[src/rtl/apb_slave_bank_pkg.sv]
// Shared FSM encoding and address-decode constants for the APB register bank.
// Combinational only: no latency, no flow control of its own.
package apb_slave_bank_pkg;

  typedef enum logic [1:0] {
    ST_IDLE  = 2'd0,
    ST_WAIT  = 2'd1,
    ST_READY = 2'd2
  } state_e;

  localparam int WORD_LSB = 2;
  localparam int CNT_W    = 4;

  function automatic int idx_width(input int depth);
    return $clog2(depth);
  endfunction

endpackage

[src/rtl/apb_reg_bank.sv]
// DEPTH x DATA_WIDTH register array: one synchronous write port, combinational read.
// Write takes effect at the next rising edge; read is zero-latency; never stalls.
module apb_reg_bank
  import apb_slave_bank_pkg::*;
#(
  parameter int DATA_WIDTH = 32,
  parameter int DEPTH      = 16,
  parameter int IDX_W      = idx_width(DEPTH)
) (
  input  logic                  clk_i,
  input  logic                  rst_ni,
  input  logic                  we_i,
  input  logic [IDX_W-1:0]      waddr_i,
  input  logic [DATA_WIDTH-1:0] wdata_i,
  input  logic [IDX_W-1:0]      raddr_i,
  output logic [DATA_WIDTH-1:0] rdata_o
);

  logic [DATA_WIDTH-1:0] mem_q [DEPTH];

  always_ff @(posedge clk_i or negedge rst_ni) begin
    if (!rst_ni) begin
      for (int i = 0; i < DEPTH; i++) mem_q[i] <= '0;
    end else if (we_i) begin
      mem_q[waddr_i] <= wdata_i;
    end
  end

  assign rdata_o = mem_q[raddr_i];

endmodule

[src/rtl/apb_slave_bank.sv]
// APB slave fronting NUM_SLAVES register banks; Pready after WAIT_CYCLES+1 access cycles.
// Backpressure via Pready wait states; a dropped Pselx aborts the transfer with no write.
module apb_slave_bank
  import apb_slave_bank_pkg::*;
#(
  parameter int DATA_WIDTH  = 32,
  parameter int ADDR_WIDTH  = 32,
  parameter int NUM_SLAVES  = 3,
  parameter int DEPTH       = 16,
  parameter int WAIT_CYCLES = 1
) (
  input  logic                  Hclk,
  input  logic                  Hresetn,
  input  logic [NUM_SLAVES-1:0] Pselx,
  input  logic                  Penable,
  input  logic                  Pwrite,
  input  logic [ADDR_WIDTH-1:0] Paddr,
  input  logic [DATA_WIDTH-1:0] Pwdata,
  output logic [DATA_WIDTH-1:0] Prdata,
  output logic                  Pready,
  output logic                  Pslverr
);

  localparam int IDX_W   = idx_width(DEPTH);
  localparam int ADDR_HI = WORD_LSB + IDX_W;

  state_e                state_q, state_d;
  logic [CNT_W-1:0]      cnt_q, cnt_d;
  logic [NUM_SLAVES-1:0] sel_q, sel_d;
  logic [IDX_W-1:0]      idx_q, idx_d;
  logic                  write_q, write_d;
  logic                  err_q, err_d;
  logic [DATA_WIDTH-1:0] prdata_q, prdata_d;
  logic                  pready_q, pready_d;
  logic                  pslverr_q, pslverr_d;

  logic                  setup, addr_err, bank_we;
  logic [IDX_W-1:0]      paddr_idx, rd_idx;
  logic [NUM_SLAVES-1:0] rd_sel;
  logic [DATA_WIDTH-1:0] bank_rdata [NUM_SLAVES];
  logic [DATA_WIDTH-1:0] rd_word;

  assign setup     = (|Pselx) && !Penable;
  assign paddr_idx = Paddr[WORD_LSB +: IDX_W];
  assign addr_err  = !$onehot(Pselx) || (Paddr[1:0] != 2'b00) || ((Paddr >> ADDR_HI) != '0);

  // With zero wait states READY is entered straight from the setup edge, so the
  // read path must look at the live bus instead of the latched copy.
  assign rd_sel = (state_q == ST_IDLE) ? Pselx : sel_q;
  assign rd_idx = (state_q == ST_IDLE) ? paddr_idx : idx_q;

  always_comb begin
    rd_word = '0;
    for (int s = 0; s < NUM_SLAVES; s++) begin
      if (rd_sel[s]) rd_word = rd_word | bank_rdata[s];
    end
  end

  always_comb begin
    state_d = state_q;
    cnt_d   = cnt_q;
    sel_d   = sel_q;
    idx_d   = idx_q;
    write_d = write_q;
    err_d   = err_q;
    bank_we = 1'b0;
    case (state_q)
      ST_IDLE: begin
        if (setup) begin
          sel_d   = Pselx;
          idx_d   = paddr_idx;
          write_d = Pwrite;
          err_d   = addr_err;
          cnt_d   = CNT_W'(WAIT_CYCLES);
          state_d = (WAIT_CYCLES == 0) ? ST_READY : ST_WAIT;
        end
      end
      ST_WAIT: begin
        if (!(|Pselx)) begin
          state_d = ST_IDLE;
          cnt_d   = '0;
        end else begin
          cnt_d = cnt_q - CNT_W'(1);
          if (cnt_q <= CNT_W'(1)) state_d = ST_READY;
        end
      end
      ST_READY: begin
        if (!(|Pselx)) begin
          state_d = ST_IDLE;
        end else if (Penable) begin
          state_d = ST_IDLE;
          bank_we = write_q && !err_q;
        end
      end
      default: state_d = ST_IDLE;
    endcase

    pready_d  = (state_d == ST_READY);
    pslverr_d = (state_d == ST_READY) && err_d;
    prdata_d  = '0;
    if (state_d == ST_READY) begin
      if (state_q == ST_READY) prdata_d = prdata_q;
      else if (!write_d && !err_d) prdata_d = rd_word;
    end
  end

  always_ff @(posedge Hclk or negedge Hresetn) begin
    if (!Hresetn) begin
      state_q   <= ST_IDLE;
      cnt_q     <= '0;
      sel_q     <= '0;
      idx_q     <= '0;
      write_q   <= 1'b0;
      err_q     <= 1'b0;
      prdata_q  <= '0;
      pready_q  <= 1'b0;
      pslverr_q <= 1'b0;
    end else begin
      state_q   <= state_d;
      cnt_q     <= cnt_d;
      sel_q     <= sel_d;
      idx_q     <= idx_d;
      write_q   <= write_d;
      err_q     <= err_d;
      prdata_q  <= prdata_d;
      pready_q  <= pready_d;
      pslverr_q <= pslverr_d;
    end
  end

  for (genvar g = 0; g < NUM_SLAVES; g++) begin : g_bank
    apb_reg_bank #(
      .DATA_WIDTH(DATA_WIDTH),
      .DEPTH     (DEPTH)
    ) u_bank (
      .clk_i  (Hclk),
      .rst_ni (Hresetn),
      .we_i   (bank_we && sel_q[g]),
      .waddr_i(idx_q),
      .wdata_i(Pwdata),
      .raddr_i(rd_idx),
      .rdata_o(bank_rdata[g])
    );
  end

  assign Prdata  = prdata_q;
  assign Pready  = pready_q;
  assign Pslverr = pslverr_q;

endmodule
[config.mk]
export PLATFORM = sky130hd
export DESIGN_NAME = apb_slave_bank
export DESIGN_NICKNAME = d
export VERILOG_FILES = /design/src/rtl/apb_slave_bank_pkg.sv /design/src/rtl/apb_reg_bank.sv /design/src/rtl/apb_slave_bank.sv
export SDC_FILE = /design/constraint.sdc
export NUM_CORES = 2
export LEC_CHECK = 0
export ABC_AREA = 1
export BUFFER_PORTS_ARGS = -buffer_cell sky130_fd_sc_hd__buf_2
export CORE_ASPECT_RATIO = 1.1
export CORE_UTILIZATION = 57
export CTS_CLUSTER_SIZE = 16
export DETAILED_ROUTE_END_ITERATION = 8
export PLACE_DENSITY_LB_ADDON = 0.25
export SYNTH_ARGS = -nofsm -noshare
export SYNTH_HDL_FRONTEND = slang
export SYNTH_SLANG_ARGS = --single-unit
[constraint.sdc]
create_clock -name Hclk -period 4.7 [get_ports Hclk]
set_input_delay 0.235 -clock Hclk [delete_from_list [all_inputs] [get_ports Hclk]]
set_output_delay 0.235 -clock Hclk [all_outputs]
set_load 0.02 [all_outputs]
After elaboration in Yosys (flattened, before gate mapping). Cells that the tools add are included.

Bitwise gates (word level): 4. Reduce and logical (&&, ||, !) cells: 22. Order comparisons: 4. Eq/ne operators: 6. Mux-type cells: 38. $add $sub $neg: 3.

Operators by type and width (number): bitwise mux 512 bit (3); two-way mux 32 bit (13); binary-select mux 32 bit (select 4 bit) (3); demux 32 bit (select 4 bit) (1); bitwise OR 32 bit (2); nonzero test 32 bit (1); two-way mux 4 bit (3); >= comparator 5 bit (second input constant) (2); two-way mux 2 bit (5); NOT 4 -> 5 bit (2); logical AND 1 bit (8); case mux 4 bit (2 select lines) (1); two-way mux 1 bit (7); case mux 2 bit (3 select lines) (1); zero test 1 bit (5); < comparator 5 x 1 -> 1 bit (second input constant) (1); equality test 2 x 1 -> 1 bit (second input constant) (2); equality test 2 bit (second input constant) (2); less-or-equal comparator 4 x 1 -> 1 bit (second input constant) (1); != test 2 bit (second input constant) (2); AND reduction 2 bit (2); nonzero test 2 bit (2); subtractor 4 x 1 -> 4 bit (second input constant) (1); two-way mux 3 bit (1); other kinds (5) (6).

Flip-flop bits (word level): 1585. Output and inout bits: 34. Word-level logic and storage cells: 134.

Logic depth before layout (Yosys ltp).
Depth in word-level cells: 14. Depth in mapped cells: 15. Gate-level depth less buffers: 13.

Cells and area by module. A second synthesis with hierarchy kept.

Cell total of the unflattened synthesis: 10231. Area total of the unflattened synthesis: 77000.1 um^2.

By module, submodules not included: apb_reg_bank (area an instance 24576.1 um^2, cells each 3246, instances 3); apb_slave_bank (area an instance 3271.9 um^2, cells each 493, instances 1).

Worst setup path before layout. OpenSTA, ideal clock, no wires.

Path type: register to register. From: register state_q[0]. To: register prdata_q[12], in the netlist Prdata[12]. Path slack: 2.795 ns. Buffers on the path: 2. Stages on the path, launching flop included: 13. Arrival time: 1.788 ns. Path through: dfrtp_1 > nor2_4 > nand2_1 > o21ai_1 > clkbuf_1 > clkbuf_1 > nand3_1 > nand3_1 > nand2_1 > nand2_1 > nand3_1 > nand2_1 > nand2_1.

Cells in the longest elaborated chain, start to end: 14. Elaborated cells between the ends (all ways): 36. Classes of those cells: eq/ne (4); mux (25); bitwise (3); reduce/logical (4).

Ends and longest elaborated chain: from (decl) (line apb_slave_bank.sv:27) `state_e state_q, state_d;`; from (signal assigned) (line apb_slave_bank.sv:119) `state_q <= state_d;`; zero test 2 bit (line apb_slave_bank.sv:49, apb_slave_bank.sv:50, apb_slave_bank.sv:67); two-way mux 4 bit (line apb_slave_bank.sv:50) `assign rd_idx = (state_q == ST_IDLE) ? paddr_idx : idx_q;`; NOT 4 -> 5 bit (implied by the code) (line apb_reg_bank.sv:29) `assign rdata_o = mem_q[raddr_i];`; binary-select mux 32 bit (select 4 bit) (line apb_reg_bank.sv:29); two-way mux 32 bit (implied by the code) (2 in series) (line apb_reg_bank.sv:29); two-way mux 32 bit (line apb_slave_bank.sv:55) `if (rd_sel[s]) rd_word = rd_word | bank_rdata[s];`; bitwise OR 32 bit (line apb_slave_bank.sv:55); two-way mux 32 bit (line apb_slave_bank.sv:55); bitwise OR 32 bit (line apb_slave_bank.sv:55); two-way mux 32 bit (line apb_slave_bank.sv:55); two-way mux 32 bit (line apb_slave_bank.sv:103) `else if (!write_d && !err_d) prdata_d = rd_word;`; two-way mux 32 bit (line apb_slave_bank.sv:102) `if (state_q == ST_READY) prdata_d = prdata_q;`; two-way mux 32 bit (line apb_slave_bank.sv:101) `if (state_d == ST_READY) begin`; to (signal assigned) (line apb_slave_bank.sv:125) `prdata_q <= prdata_d;`; to (decl) (line apb_slave_bank.sv:33) `logic [DATA_WIDTH-1:0] prdata_q, prdata_d;`.

Parallel ways exist; a longest one is shown, timed or not. The select of a mux whose other input is x is not followed. A chain may end at the register's enable or synchronous reset.

Worst setup path in the final report.
From: register state_q[0]. To: register prdata_q[10], in the netlist Prdata[10].

Elaborated cells between the ends (all ways): 36. Classes of those cells: eq/ne (4); mux (25); bitwise (3); reduce/logical (4).

RTL lines: zero test 2 bit (line apb_slave_bank.sv:67) `case (state_q)`; two-way mux 1 bit (line apb_slave_bank.sv:67); named net err_d (line apb_slave_bank.sv:32) `logic err_q, err_d;`; zero test 1 bit (line apb_slave_bank.sv:103); logical AND 1 bit (line apb_slave_bank.sv:103); two-way mux 32 bit (line apb_slave_bank.sv:103); two-way mux 32 bit (line apb_slave_bank.sv:102); two-way mux 32 bit (line apb_slave_bank.sv:101).

The timed path passes the listed nets, and every way through them passes these cells. The select of a mux whose other input is x is not followed.

==> summary.md <==
| Metric | Value |
|---|---|
| Final setup viols | `0` |
| Most used DFF post-synth | `dfrtp_1` |
| First-pass GRT wire length | `370200 µm` |
| Reg clk slew, reported paths | `0.06 ns` |
| Synth top cells by count | `nand2_1 (3132), nand3_1 (1607), dfrtp_1 (1585), o21ai_0 (1478), inv_1 (1066)` |
| Crit path max-delay family | `simple AND/OR/NAND/NOR gates` |
| Synth-to-layout area growth | `9.027%` |
| Die ar. | `133700 µm²` |
| Core Area | `130800 µm²` |
| Via count | `66633` |
| Vias in the first global route | `62935` |
| Clk buf depth | `3` |
| Cell Rows | `139` |
| Total chip power | `44.02 mW` |
| Unrepaired setup endpoints after global routing | `no` |
| Average size of a mapped cell | `7.640 µm²` |
| Synth area leader | `dfrtp_1` |
| Layout cell share with drive strength beyond 1 | `6.226%` |
| Clock net sink count | `1585` |
| Post-synth EDFFs | `0` |
| Most frequent cell after synthesis | `nand2_1` |
| Synth area leaders | `dfrtp_1 (53%), nand2_1 (16%), nand3_1 (11%)` |
| Final Cell Area | `82150 µm²` |
| GRT Util Overall | `35.81%` |
| Critical path type | `flip-flop to flip-flop` |
| Worst Max-Slew Pin Slew | `1.126 ns` |
| CP endpoint kind | `flip-flop` |
| TritonCTS clock tree | `yes` |
| Routed WL per cell | `20.82 µm` |
| CP Buf/Inv Count | `3` |
| Dpl cell area | `76660 µm²` |
| Pin count of the biggest net entering global routing | `161` |
| Via-per-instance ratio | `5.844` |
| Status | `complete, no violations` |
| Post-DRT Antenna Nets | `0` |
| Setup TNS | `0 ns` |
| Reg2Reg Setup Slack | `0.73 ns` |
| Worst-path fanout max | `32` |
| Setup bufs post-CTS | `0` |
| Min Tclk post-route | `3.969 ns` |
| CP arrival | `4.71 ns` |
| TritonCTS buffer count | `163` |
| Die X-Extent | `348.7 µm` |
| H-tree level count | `4` |
| CP max stage cell | `nor2_4` |
| CP peak stage delay | `0.60 ns` |
| Sequential share of the synthesized area | `52.64%` |
| Synth Area in Compound Gates | `10.37%` |
| CP required | `5.44 ns` |
| Worst Setup Start Kind | `flip-flop` |
| Hold Crit Class | `primary input to flip-flop` |
| Die height | `383.3 µm` |
| Tcrit/Tclk final | `84.45%` |
| Initial Util | `57.61%` |
| Maximum VDD drop | `0.0007596 V` |
| Maximum operating frequency | `251.9 MHz` |
| Most used cell along the critical path | `nand2_1` |
| Net Count, Synth | `9936` |
| DRC errors left | `0` |
| Yosys reg bits | `1585` |
| Post-synthesis cell count | `9862` |
| Critical path cell sequence | `nor2_4 -> nand2_1 -> inv_1 -> nand3_1 -> dlygate4sd3_1 -> o21a_1 -> nor2_4 -> buf_4 -> nand2_1 -> nand2_1` |
| CTS root buffer | `clkbuf_16` |
| Max_cap viols | `0` |
| Hpwl dp | `126700 µm` |
| Xor/xnor cell area share of the yosys netlist | `0.02325%` |
| Mapped Area | `75350 µm²` |
| Slew Limit Headroom | `24.91%` |
| Initial antenna violation count | `10` |
| Post-CTS Resized | `0` |
| Starting DRT DRC Count | `8392` |
| Grt ovf | `0` |
| Port-buffer cells | `104` |
| 1st-pass router iterations | `9` |
| Post-synth top area share | `52.64%` |
| Drt total wl | `237400 µm` |
| Nets | `9583` |
| Placer congestion estimate | `0.8659` |
| Final max-slew violation count | `0` |
| Area share of fa/ha/maj cells after synthesis | `0.05978%` |
| IO Count | `105` |
| Ys Warns | `0` |
| Synth cell types | `31` |
| Leakage dissipation | `37.91 nW` |
| Mux share of post-synthesis cell area | `0%` |
| Worst-Skew Late Latency | `0.81 ns` |
| Post-Synth Simple-Gate Area | `27.10%` |
| Largest family of logic cells by synthesized area | `simple AND/OR/NAND/NOR gates` |
| Final setup skew | `0.01712 ns` |
| Cell Pwr Density | `535.8 nW/µm²` |
| Hold Violations, Final | `0` |
| Fraction of registers with async set/reset | `100.0%` |
| Finished Core Util | `62.81%` |
==> layout by cell type (no fill, tap or decap), types with 5 or more instances in the layout <==
| cell | instances |
|---|---|
| nand2_4 | 6 |
| o21ai_4 | 7 |
| clkbuf_8 | 38 |
| o21ai_1 | 68 |
| clkbuf_1 | 39 |
| clkbuf_16 | 167 |
| dlygate4sd3_1 | 13 |
| dfrtp_1 | 1585 |
| buf_12 | 40 |
| nor4_1 | 5 |
| buf_4 | 132 |
| bufinv_16 | 7 |
| nand2_1 | 3104 |
| o21ai_0 | 1478 |
| nand3_1 | 1607 |
| nand2_2 | 48 |
| buf_2 | 103 |
| inv_6 | 9 |
| clkinv_2 | 28 |
| nor2_1 | 28 |
| inv_1 | 1064 |
| nand3b_1 | 32 |
==> flip-flops by register name, summed over array words and instances (netlist names) <==
signal	count
cnt_q	4
idx_q	4
err_q	1
Pready	1
Pslverr	1
write_q	1
sel_q	3
Prdata	32
g_bank.u_bank.mem_q	1536
state_q	2
==> worst min-delay path: cells and delay by family <==
family | cells | cell delay (ns)
AO/OA/AOI/OAI | 1 | 0.23
buffers and inverters | 2 | 0.13
AND/OR/NAND/NOR | 3 | 0.21
==> routing by layer <==
metal,share of wire [%],GRT usage [%],vias up
li1,-,-,30551
met1,40,49.22,31935
met2,44,54.45,3506
met3,12,8.459,633
met4,4.3,15.42,8
met5,0.020,0,-
==> stage by stage <==
stage	setup WS (ns)	hold slack [ns]	std cells
after floorplan	2.795	-0.06059	9862
after global placement	1.148	0.3374	11093
after detailed placement	1.117	0.3442	11093
after CTS	0.8212	0.004440	11399
after global routing	0.5475	0.06632	11399
final	0.7307	0.03599	11401
==> cell families after synthesis <==
group | after synthesis
xor+xnor | 2
fa+ha+maj | 3
simple gates | 4841
compound gates | 1558
buf+inv | 1873
flops | 1585
==> report_power, final <==
group	total (mW)	switching, mW	leakage, nW	internal (mW)
Sequential	13.8	0.0687	22.1	13.7
Combinational	17.2	12.6	13.1	4.58
Clock	13.0	5.52	2.66	7.51
Total	44.0	18.2	37.9	25.8
==> final cells by class <==
cell class              count  area [µm²]
clock inverters            49       504.2
diodes                      2       5.005
clock buffers             244        4848
multi-input cells        6404       28470
inverters                1067        4018
well taps                1762        2205
fillers                 11385       48640
repair buffers            288        2437
flip-flops and latches   1585       39660
==> what timing repair did <==
action | in CTS | in global routing
endpoints found under the setup margin | 0 | 0
endpoints found under the hold margin | 113 | 0
hold buffers | 13 | 0
==> final timing paths <==
path / start / endpoint / cells after the start
worst min register to register: g_bank[2].u_bank.mem_q[69] / g_bank[2].u_bank.mem_q[69] / 2
worst max register to register: state_q[0] / Prdata[10] / 10
max in group asynchronous: Hresetn / g_bank[2].u_bank.mem_q[4] / 3
worst max-delay path: state_q[0] / Prdata[10] / 10
worst min-delay path: Paddr[28] / Pslverr / 6
min in group asynchronous: Hresetn / g_bank[1].u_bank.mem_q[169] / 2
(Power assumes the default switching activity.)
